--- config.mk ---
export PLATFORM = sky130hd
export DESIGN_NAME = i2c_regfile_target
export DESIGN_NICKNAME = d
export VERILOG_FILES = /design/src/rtl/i2c_target_pkg.sv /design/src/rtl/i2c_regfile_target_bus_sync.sv /design/src/rtl/i2c_regfile_target.sv
export SDC_FILE = /design/constraint.sdc
export NUM_CORES = 1
export LEC_CHECK = 0
export BUFFER_PORTS_ARGS = -buffer_cell sky130_fd_sc_hd__buf_2
export CORE_AREA = 2 2 103 105
export CTS_CLUSTER_SIZE = 8
export DETAILED_ROUTE_END_ITERATION = 10
export DIE_AREA = 0 0 105 107
export HOLD_SLACK_MARGIN = 0.08
export PLACE_DENSITY_LB_ADDON = 0.25
export SYNTH_ARGS = -nofsm -noshare
export SYNTH_HDL_FRONTEND = slang
export SYNTH_HIERARCHICAL = 1
export SYNTH_SLANG_ARGS = --single-unit
--- constraint.sdc ---
create_clock -name clk -period 3 [get_ports clk]
set_clock_uncertainty 0.15 [all_clocks]
set_input_delay 0.15 -clock clk [delete_from_list [all_inputs] [get_ports clk]]
set_output_delay 0.15 -clock clk [all_outputs]
set_load 0.005 [all_outputs]
--- src/rtl/i2c_target_pkg.sv ---
// Shared definitions for the I2C register-file target.
// Holds the protocol state enum, register byte indices, register reset values
// and the register read-mux helper used by the top level.
package i2c_target_pkg;

    typedef enum logic [3:0] {
        ST_IDLE,
        ST_ADDR,
        ST_ADDR_ACK,
        ST_PTR,
        ST_PTR_ACK,
        ST_WR,
        ST_WR_ACK,
        ST_RD,
        ST_RD_ACK
    } state_t;

    // Byte indices; the low byte of each 16-bit register sits at the even index.
    localparam logic [7:0] REG_IN0  = 8'd0;
    localparam logic [7:0] REG_IN1  = 8'd1;
    localparam logic [7:0] REG_OUT0 = 8'd2;
    localparam logic [7:0] REG_OUT1 = 8'd3;
    localparam logic [7:0] REG_POL0 = 8'd4;
    localparam logic [7:0] REG_POL1 = 8'd5;
    localparam logic [7:0] REG_CFG0 = 8'd6;
    localparam logic [7:0] REG_CFG1 = 8'd7;

    localparam logic [15:0] OUT_RST = 16'hFFFF;
    localparam logic [15:0] POL_RST = 16'h0000;
    localparam logic [15:0] CFG_RST = 16'hFFFF;

    // Byte visible at register index idx; unmapped indices read all ones.
    function automatic logic [7:0] reg_read(input logic [7:0]  idx,
                                            input logic [15:0] in_v,
                                            input logic [15:0] out_v,
                                            input logic [15:0] pol_v,
                                            input logic [15:0] cfg_v);
        logic [15:0] inp;
        logic [7:0]  val;
        inp = in_v ^ pol_v;
        case (idx)
            REG_IN0:  val = inp[7:0];
            REG_IN1:  val = inp[15:8];
            REG_OUT0: val = out_v[7:0];
            REG_OUT1: val = out_v[15:8];
            REG_POL0: val = pol_v[7:0];
            REG_POL1: val = pol_v[15:8];
            REG_CFG0: val = cfg_v[7:0];
            REG_CFG1: val = cfg_v[15:8];
            default:  val = 8'hFF;
        endcase
        return val;
    endfunction

endpackage

--- src/rtl/i2c_regfile_target_bus_sync.sv ---
// i2c_bus_sync: brings raw SCL/SDA into the clk domain and derives bus events.
// Ports:
//   clk, reset          - clock, synchronous active-high reset
//   scl_in, sda_in      - raw asynchronous bus lines
//   sda                 - synchronized SDA level
//   scl_rise, scl_fall  - one-cycle strobes on synchronized SCL edges
//   bus_start, bus_stop - one-cycle strobes for START / STOP conditions
module i2c_bus_sync #(
    parameter int SYNC_STAGES = 2
) (
    input  logic clk,
    input  logic reset,
    input  logic scl_in,
    input  logic sda_in,
    output logic sda,
    output logic scl_rise,
    output logic scl_fall,
    output logic bus_start,
    output logic bus_stop
);

    logic [SYNC_STAGES-1:0] scl_sr;
    logic [SYNC_STAGES-1:0] sda_sr;
    logic                   scl;
    logic                   scl_q;
    logic                   sda_q;

    // Reset to the idle bus level so no spurious edge appears after reset.
    always_ff @(posedge clk) begin
        if (reset) begin
            scl_sr <= '1;
            sda_sr <= '1;
            scl_q  <= 1'b1;
            sda_q  <= 1'b1;
        end else begin
            scl_sr <= {scl_sr[SYNC_STAGES-2:0], scl_in};
            sda_sr <= {sda_sr[SYNC_STAGES-2:0], sda_in};
            scl_q  <= scl;
            sda_q  <= sda;
        end
    end

    assign scl = scl_sr[SYNC_STAGES-1];
    assign sda = sda_sr[SYNC_STAGES-1];

    assign scl_rise  =  scl & ~scl_q;
    assign scl_fall  = ~scl &  scl_q;
    // SDA may only move while SCL is high for START/STOP; require SCL high on
    // both sides of the SDA edge so a data change near an SCL edge is ignored.
    assign bus_start = scl & scl_q &  sda_q & ~sda;
    assign bus_stop  = scl & scl_q & ~sda_q &  sda;

endmodule

--- src/rtl/i2c_regfile_target.sv ---
// i2c_regfile_target: I2C target exposing a 16-bit GPIO-style register file
// (input, output, polarity, config) at 7-bit address ADDR.
// Ports:
//   clk, reset       - clock, synchronous active-high reset
//   scl_in, sda_in   - raw bus lines
//   sda_oe_n         - open-drain SDA drive (0 pulls low)
//   in               - input pins
//   out, cfg         - output-port and config registers (cfg bit 1 = input)
//   irq_n            - active-low change interrupt on cfg=1 pins
//   busy             - address-matched transaction in progress
import i2c_target_pkg::*;

module i2c_regfile_target #(
    parameter logic [6:0] ADDR        = 7'h20,
    parameter int         SYNC_STAGES = 2
) (
    input  logic        clk,
    input  logic        reset,
    input  logic        scl_in,
    input  logic        sda_in,
    output logic        sda_oe_n,
    input  logic [15:0] in,
    output logic [15:0] out,
    output logic [15:0] cfg,
    output logic        irq_n,
    output logic        busy
);

    logic        sda_s, scl_rise, scl_fall, bus_start, bus_stop;
    state_t      state, state_nxt;
    logic        sda_oe_nxt, rd_load;
    logic [7:0]  rx, ptr, rd_val;
    logic [6:0]  tx;          // remaining read bits; the MSB is driven at load
    logic [2:0]  bit_cnt;
    logic        full;        // eight bits of the current byte have been clocked
    logic        ptr_pend, dat_pend;
    logic [15:0] pol, in_lat;
    logic        addr_hit;

    i2c_bus_sync #(.SYNC_STAGES(SYNC_STAGES)) u_sync (
        .clk       (clk),
        .reset     (reset),
        .scl_in    (scl_in),
        .sda_in    (sda_in),
        .sda       (sda_s),
        .scl_rise  (scl_rise),
        .scl_fall  (scl_fall),
        .bus_start (bus_start),
        .bus_stop  (bus_stop)
    );

    assign addr_hit = (rx[7:1] == ADDR);
    assign rd_val   = reg_read(ptr, in, out, pol, cfg);

    always_comb begin
        state_nxt  = state;
        sda_oe_nxt = sda_oe_n;
        rd_load    = 1'b0;
        if (bus_start) begin
            state_nxt  = ST_ADDR;
            sda_oe_nxt = 1'b1;
        end else if (bus_stop) begin
            state_nxt  = ST_IDLE;
            sda_oe_nxt = 1'b1;
        end else begin
            case (state)
                ST_ADDR: if (scl_fall && full) begin
                    state_nxt  = ST_ADDR_ACK;
                    sda_oe_nxt = ~addr_hit;
                end
                ST_PTR: if (scl_fall && full) begin
                    state_nxt  = ST_PTR_ACK;
                    sda_oe_nxt = 1'b0;
                end
                ST_WR: if (scl_fall && full) begin
                    state_nxt  = ST_WR_ACK;
                    sda_oe_nxt = 1'b0;
                end
                ST_ADDR_ACK: begin
                    if (!addr_hit) begin
                        state_nxt  = ST_IDLE;
                        sda_oe_nxt = 1'b1;
                    end else if (scl_fall) begin
                        if (rx[0]) begin
                            state_nxt  = ST_RD;
                            rd_load    = 1'b1;
                            sda_oe_nxt = rd_val[7];
                        end else begin
                            state_nxt  = ST_PTR;
                            sda_oe_nxt = 1'b1;
                        end
                    end
                end
                ST_PTR_ACK, ST_WR_ACK: if (scl_fall) begin
                    state_nxt  = ST_WR;
                    sda_oe_nxt = 1'b1;
                end
                ST_RD: if (scl_fall) begin
                    if (full) begin
                        state_nxt  = ST_RD_ACK;
                        sda_oe_nxt = 1'b1;
                    end else begin
                        sda_oe_nxt = tx[6];
                    end
                end
                // rx[0] holds the master's ACK bit sampled on this slot's rise.
                ST_RD_ACK: if (scl_fall) begin
                    if (!rx[0]) begin
                        state_nxt  = ST_RD;
                        rd_load    = 1'b1;
                        sda_oe_nxt = rd_val[7];
                    end else begin
                        state_nxt  = ST_IDLE;
                        sda_oe_nxt = 1'b1;
                    end
                end
                default: ;
            endcase
        end
    end

    always_ff @(posedge clk) begin
        if (reset) begin
            state    <= ST_IDLE;
            sda_oe_n <= 1'b1;
            rx       <= 8'h00;
            tx       <= 7'h00;
            bit_cnt  <= 3'd0;
            full     <= 1'b0;
            ptr      <= 8'h00;
            ptr_pend <= 1'b0;
            dat_pend <= 1'b0;
            out      <= OUT_RST;
            pol      <= POL_RST;
            cfg      <= CFG_RST;
            in_lat   <= in;
            irq_n    <= 1'b1;
            busy     <= 1'b0;
        end else begin
            state    <= state_nxt;
            sda_oe_n <= sda_oe_nxt;
            irq_n    <= ~|((in ^ in_lat) & cfg);
            ptr_pend <= 1'b0;
            dat_pend <= 1'b0;

            // Bit capture; any state change starts a fresh byte.
            if (bus_start || bus_stop || state_nxt != state) begin
                bit_cnt <= 3'd0;
                full    <= 1'b0;
            end else if (scl_rise) begin
                if (state inside {ST_ADDR, ST_PTR, ST_WR, ST_RD_ACK})
                    rx <= {rx[6:0], sda_s};
                if (state inside {ST_ADDR, ST_PTR, ST_WR, ST_RD}) begin
                    bit_cnt <= bit_cnt + 3'd1;
                    if (bit_cnt == 3'd7) begin
                        full     <= 1'b1;
                        ptr_pend <= (state == ST_PTR);
                        dat_pend <= (state == ST_WR);
                        if (state == ST_RD)
                            ptr[0] <= ~ptr[0];
                    end
                end
            end

            // Byte commit, one cycle after the eighth sample.
            if (ptr_pend)
                ptr <= rx;
            if (dat_pend) begin
                case (ptr)
                    REG_OUT0: out[7:0]  <= rx;
                    REG_OUT1: out[15:8] <= rx;
                    REG_POL0: pol[7:0]  <= rx;
                    REG_POL1: pol[15:8] <= rx;
                    REG_CFG0: cfg[7:0]  <= rx;
                    REG_CFG1: cfg[15:8] <= rx;
                    default: ;
                endcase
                ptr[0] <= ~ptr[0];
            end

            if (rd_load) begin
                tx <= rd_val[6:0];
                if (ptr[7:1] == 7'd0)
                    in_lat <= in;
            end else if (state == ST_RD && scl_fall && !full && !bus_start && !bus_stop) begin
                tx <= {tx[5:0], 1'b0};
            end

            if (bus_stop)
                busy <= 1'b0;
            else if (state == ST_ADDR_ACK)
                busy <= addr_hit;
            else if (state == ST_RD_ACK && state_nxt == ST_IDLE)
                busy <= 1'b0;
        end
    end

endmodule

# [Word level (Yosys, flattened, before mapping)]
# Cells that the tools add are included.
[op_classes] shifts=0 mul=0 n_lt_le_gt_ge=0 n_addsub=1 n_div=0 n_reduce_logical=45 bitwise_logic=20 mux=48 eq_ne=25
[ops] cell="8-bit one-hot mux with 8 select lines" n=1
[ops] cell="16-bit two-way mux" n=3
[ops] cell="4-bit two-way mux" n=11
[ops] cell="8-bit by 3-bit == test with 1-bit output, second input constant" n=4
[ops] cell="16-bit XOR" n=2
[ops] cell="4-bit one-hot mux with 7 select lines" n=1
[ops] cell="1-bit two-way mux" n=26
[ops] cell="16-bit AND" n=1
[ops] cell="4-bit by 3-bit == test with 1-bit output, second input constant" n=4
[ops] cell="8-bit by 2-bit == test with 1-bit output, second input constant" n=2
[ops] cell="2-bit AND reduction" n=8
[ops] cell="16-bit OR reduction" n=1
[ops] cell="7-bit two-way mux" n=2
[ops] cell="3-bit nonzero test" n=4
[ops] cell="1-bit inverter" n=10
[ops] cell="4-bit by 2-bit == test with 1-bit output, second input constant" n=2
[ops] cell="8-bit by 1-bit == test with 1-bit output, second input constant" n=1
[ops] cell="8-bit logical NOT" n=1
[ops] cell="2-bit inequality test, second input constant" n=4
[ops] cell="2-bit nonzero test" n=4
[ops] cell="4-bit nonzero test" n=2
[ops] cell="2-bit OR reduction" n=4
[ops] cell="1-bit AND" n=7
[ops] cell="7-bit by 6-bit == test with 1-bit output, second input constant" n=1
[ops] cell="other kinds (21)" n=33
[word_totals] latch_bits=0 rom_bits=0 word_cells=162 reg_bits=106 memories=0 mem_bits_rw=0

# [Longest topological paths before layout]
[depth] word_depth=12 mapped_depth=8 depth_no_buf=7

# [Cells and area by module]
# The synthesis kept the hierarchy.
[modules_own_cells] mod="i2c_regfile_target" seq_area_each_um2=2162.1 cells_each=560 area_per_inst_um2=5265.0 n_inst=1
[modules_own_cells] mod="i2c_bus_sync" seq_area_each_um2=120.1 cells_each=16 area_per_inst_um2=190.2 n_inst=1

# [Least setup slack after synthesis]
# Ideal clock, no wire load.
[synth_timing] kind="reg-to-reg" from="register state[3]" to="register in_lat[0] (enable)" setup_ps=339 stages_incl_launch_ff=8 period_less_slack_ps=2556 slack_ps=444 arrival_ps=2067 cell_sequence="dfxtp_1 > buf_6 > or4b_4 > nand3b_4 > mux2_4 > nor3_4 > buf_6 > a31o_2"
[synth_between] elab_chain_cells=6 word_cells_on_any_way=7 classes_between="2 x eq/ne; 3 x mux; 2 x reduce/logical"
[synth_rtl] element="start, declared" line="i2c_regfile_target.sv:30" source="state_t state, state_nxt;"
[synth_rtl] element="start signal, assigned" line="i2c_regfile_target.sv:140" source="state <= state_nxt;"
[synth_rtl] element="4-bit == test or 4-bit by 2-bit == test with 1-bit output (tied branches)" line="i2c_regfile_target.sv:66" source="case (state)"
[synth_rtl] element="1-bit one-hot mux with 2 select lines (*)" line="i2c_regfile_target.sv:66"
[synth_rtl] element="1-bit two-way mux (*)" line="i2c_regfile_target.sv:62" source="end else if (bus_stop) begin"
[synth_rtl] element="1-bit two-way mux (*)" line="i2c_regfile_target.sv:59" source="if (bus_start) begin"
[synth_rtl] element="2-bit nonzero test (no source line) (*)"
[synth_rtl] element="2-bit AND reduction (no source line) (*)"
[synth_rtl] element="end signal, assigned" line="i2c_regfile_target.sv:136" source="in_lat <= in;"
[synth_rtl] element="end signal, assigned" line="i2c_regfile_target.sv:184" source="in_lat <= in;"
[synth_rtl] element="end, declared" line="i2c_regfile_target.sv:37" source="logic [15:0] pol, in_lat;"
# Every way passes the cells marked *; elsewhere a longest branch is shown, timed or not.
# A chain may end at the register's enable or synchronous reset.

# [Worst setup path in the final report]
[layout_timing] from="register state[0]" to="register in_lat[10] (enable)"
# Same word-level chain as after synthesis.

==> flow_summary_export.csv <==
group,metric,value,unit
outcome,outcome,"complete, no violations",
floorplan,row_count,37,
placement,post-place-ws,305,ps
routing,drc,0,
routing,dr.pass1.iters,5,
sta,finalWorstSetupSlack,303,ps
layout,nFillCells,904,
logic_synthesis,synthCells,576,
floorplan,die_area,11200,um^2
placement,dp.cells,750,
sta,final_hold_viol_count,0,
floorplan,die_y,107,um
worst_hold_path,min_to,"u_sync/sda_sr[1]$_SDFF_PP1_",
pwr,power_switching_share,23.2,%
clock_tree,cts_buffer_depth,2,
clock_tree,clock-root-buffer,"clkbuf_8",
logic_synthesis,synthesis.area,5460,um^2
routing,wirelength,14500,um
clock_tree,postCtsSetupRepairBufs,0,
global_route,gr-usage-all-layers,27.0,%
layout,multi_input_area,2930,um^2
clock_tree,cts_tree,"built",
sta,maxSlewHeadroom,55.2,%
logic_synthesis,synthesis.nets,598,
pwr,ir_worst_vdd,237,uV
clock_tree,cts.sinks,106,
logic_synthesis,synth.avg_cell_area,9.47,um^2
run,maxCapViolCount,0,
pwr,p_leak,2.36,nW
sta,setup_viol,0,
critical_path,path_class,"register to register",
sta,rsz0062_at_grt,"false",
floorplan,io_pins,55,
critical_path,crit_cells,5,
critical_path,worstRegToRegCells,5,
global_route,grt_pass1_wl,23600,um
sta,slew_violations,0,
layout,area.growth.synth_to_final,15.0,%
critical_path,worst_ep_arrival_time,2560,ps
sta,finalCritPeriodShare,89.9,%
worst_hold_path,hp-start,"u_sync/sda_sr[0]$_SDFF_PP1_",
floorplan,die_x,105,um
critical_path,r2r_setup_slack,300,ps
pwr,internal_power,1.98,mW
critical_path,cp_num_buf_inv,0,
placement,gp_congestion,0.962,
routing,wl_per_cell,18.5,um
layout,seq_area,2280,um^2
pwr,clkPwrFrac,35.5,%
worst_hold_path,min_path_type,"register to register",
logic_synthesis,ys_seq_elements,106,
clock_tree,clkSlewWorstSetupHoldPaths,90,ps
logic_synthesis,synthArstFlopShare,0,%
pwr,combPwrFrac,7.5,%
global_route,grt_overflow,0,
pwr,p_total,2.58,mW
placement,portBuffers,54,
sta,period_needed,2700,ps
clock_tree,htreeDepth,3,
pwr,switchingPower,599,uW
pwr,powerDensity,412,nW/um^2
routing,vias,4622,
critical_path,crit_family,"simple AND/OR/NAND/NOR gates",
logic_synthesis,synth.distinct_cells,73,
global_route,antenna_found_initial,0,
layout,fin_util,62.2,%
layout,drive_above_1_share,19.7,%
clock_tree,clock_latency,360,ps
pwr,power_frac_seq,57.0,%
sta,tns,0,ps
layout,n_antenna_cell,0,
layout,final_cell_mix,"dfxtp_1 (90), nor2_1 (66), buf_2 (54)",
critical_path,cp_max_fo,16,
critical_path,crit_path_top_delay_cell,"or4b_4",
critical_path,end_kind,"register",
worst_hold_path,whs_path_depth,1,
logic_synthesis,ys_seq_area_share,41.8,%
logic_synthesis,ys_warn_count,6,
routing,via_per_inst,5.89,
floorplan,start_util,54.1,%
layout,final_common_cell,"dfxtp_1",
logic_synthesis,ys.flop_type,"dfxtp_1",
floorplan,coreArea,10100,um^2
layout,final_cells,785,
critical_path,r2r_start,"state[0]$_SDFF_PP0_",
global_route,grt_pass1_vias,4464,
placement,dp_hpwl,10400,um
routing,detail-route-antenna-nets,0,
global_route,grt_max_degree,50,
critical_path,cp_cell_sequence,"or4b_4, nand3b_4, mux2_4, nor3_4, a31o_2",
sta,fmax,0.371,GHz
critical_path,cpPeakStageDelay,610,ps
critical_path,cp-start-kind,"register",
routing,first_iter_violations,372,
clock_tree,numCtsBuffers,9,
layout,num-nets-final,666,
sta,worst_slew_pin_slew,671,ps
critical_path,worstReg2RegEnd,"in_lat[10]$_DFFE_PP_",
logic_synthesis,synth_edf_count,16,
critical_path,required,2860,ps
-- metal layers --
metal  part of all wire [%]  routed length [um]  track usage, %
met1                     45                6550            37.0
met2                     44                6460            41.0
met3                    8.0                1160            6.02
met4                    2.5                 366            11.4
met5                      0                   0               0
-- cell type report --
class / count / area share [%]
multi-input cells: 420 / 46.6
well taps: 136 / 2.71
inverters: 6 / 0.359
flip-flops and latches: 106 / 36.4
clock inverters: 4 / 0.778
repair buffers: 101 / 10.7
clock buffers: 12 / 2.49
-- worst reg2reg max path: stages (launching register included) --
cell and delay, ps:
dfxtp_1 450, or4b_4 620, nand3b_4 210, mux2_4 300
nor3_4 140, a31o_2 480
-- power by group through the flow --
stage | clock [mW] | combinational (mW) | sequential, mW
2_1_floorplan | 0 | 0.121 | 1.50
3_3_place_gp | 0 | 0.171 | 1.50
3_5_place_dp | 0 | 0.171 | 1.51
4_1_cts | 0.931 | 0.191 | 1.47
5_1_grt | 0.989 | 0.210 | 1.48
6_report | 0.917 | 0.193 | 1.47
-- cells in the mapped netlist, types with 12 or more instances --
master	number	share of area (%)
dfxtp_1	90	33
nor2_1	66	4.5
mux2i_1	39	7.2
nand2_1	38	2.6
nand2b_1	23	2.6
clkbuf_1	21	1.4
nor2b_1	21	2.4
a21oi_1	20	1.8
a211o_1	17	2.7
xor2_1	17	2.7
edfxtp_1	16	8.8
a211oi_1	15	2.1
buf_2	13	1.2
o21ai_0	13	1.2
xnor2_1	12	1.9
-- through the flow --
| step | hold slack (ps) | area, um^2 |
|---|---|---|
| after floorplan | 97.1 | 5460 |
| after global placement | 180 | 5880 |
| after detailed placement | 189 | 5880 |
| after CTS | 273 | 6280 |
| after global routing | 275 | 6280 |
| final | 264 | 6280 |
-- sequential cells by signal, summed over array words and instances, names as in the netlist --
signal / flops
u_sync/sda_sr: 2
state: 4
full: 1
in_lat: 16
busy: 1
irq_n: 1
tx: 7
cfg: 16
u_sync/scl_q: 1
dat_pend: 1
ptr: 8
pol: 16
u_sync/scl_sr: 2
rx: 8
out: 16
ptr_pend: 1
sda_oe_n: 1
bit_cnt: 3
u_sync/sda_q: 1
-- kinds of logic after synthesis --
logic type / after synthesis / synth area share [%]
xor gates and xnor gates: 29 / 4.66
DFF: 106 / 41.8
muxes: 44 / 8.67
adders and majority gates: 2 / 0.459
AOI/OAI and AO/OA: 117 / 16.0
buffers and inverters: 50 / 4.66
and+or+nand+nor: 228 / 23.7
-- repair_timing --
item,CTS,global route
endpoints found under the hold margin,23,0
hold buffers,19,0
resized for setup,0,0
-- how the worst max path moves through the flow --
stage | to | startpoint | slack, ps
finish | in_lat[10]$_DFFE_PP_ | state[0]$_SDFF_PP0_ | 300
global route | rx[5]$_SDFFE_PP0P_ | state[0]$_SDFF_PP0_ | 100
CTS | in_lat[12]$_DFFE_PP_ | state[0]$_SDFF_PP0_ | 280
detailed placement | in_lat[2]$_DFFE_PP_ | state[0]$_SDFF_PP0_ | 300
global placement | in_lat[10]$_DFFE_PP_ | state[0]$_SDFF_PP0_ | 390
floorplan | in_lat[0]$_DFFE_PP_ | state[3]$_SDFF_PP0_ | 440
(Power assumes the default switching activity.)
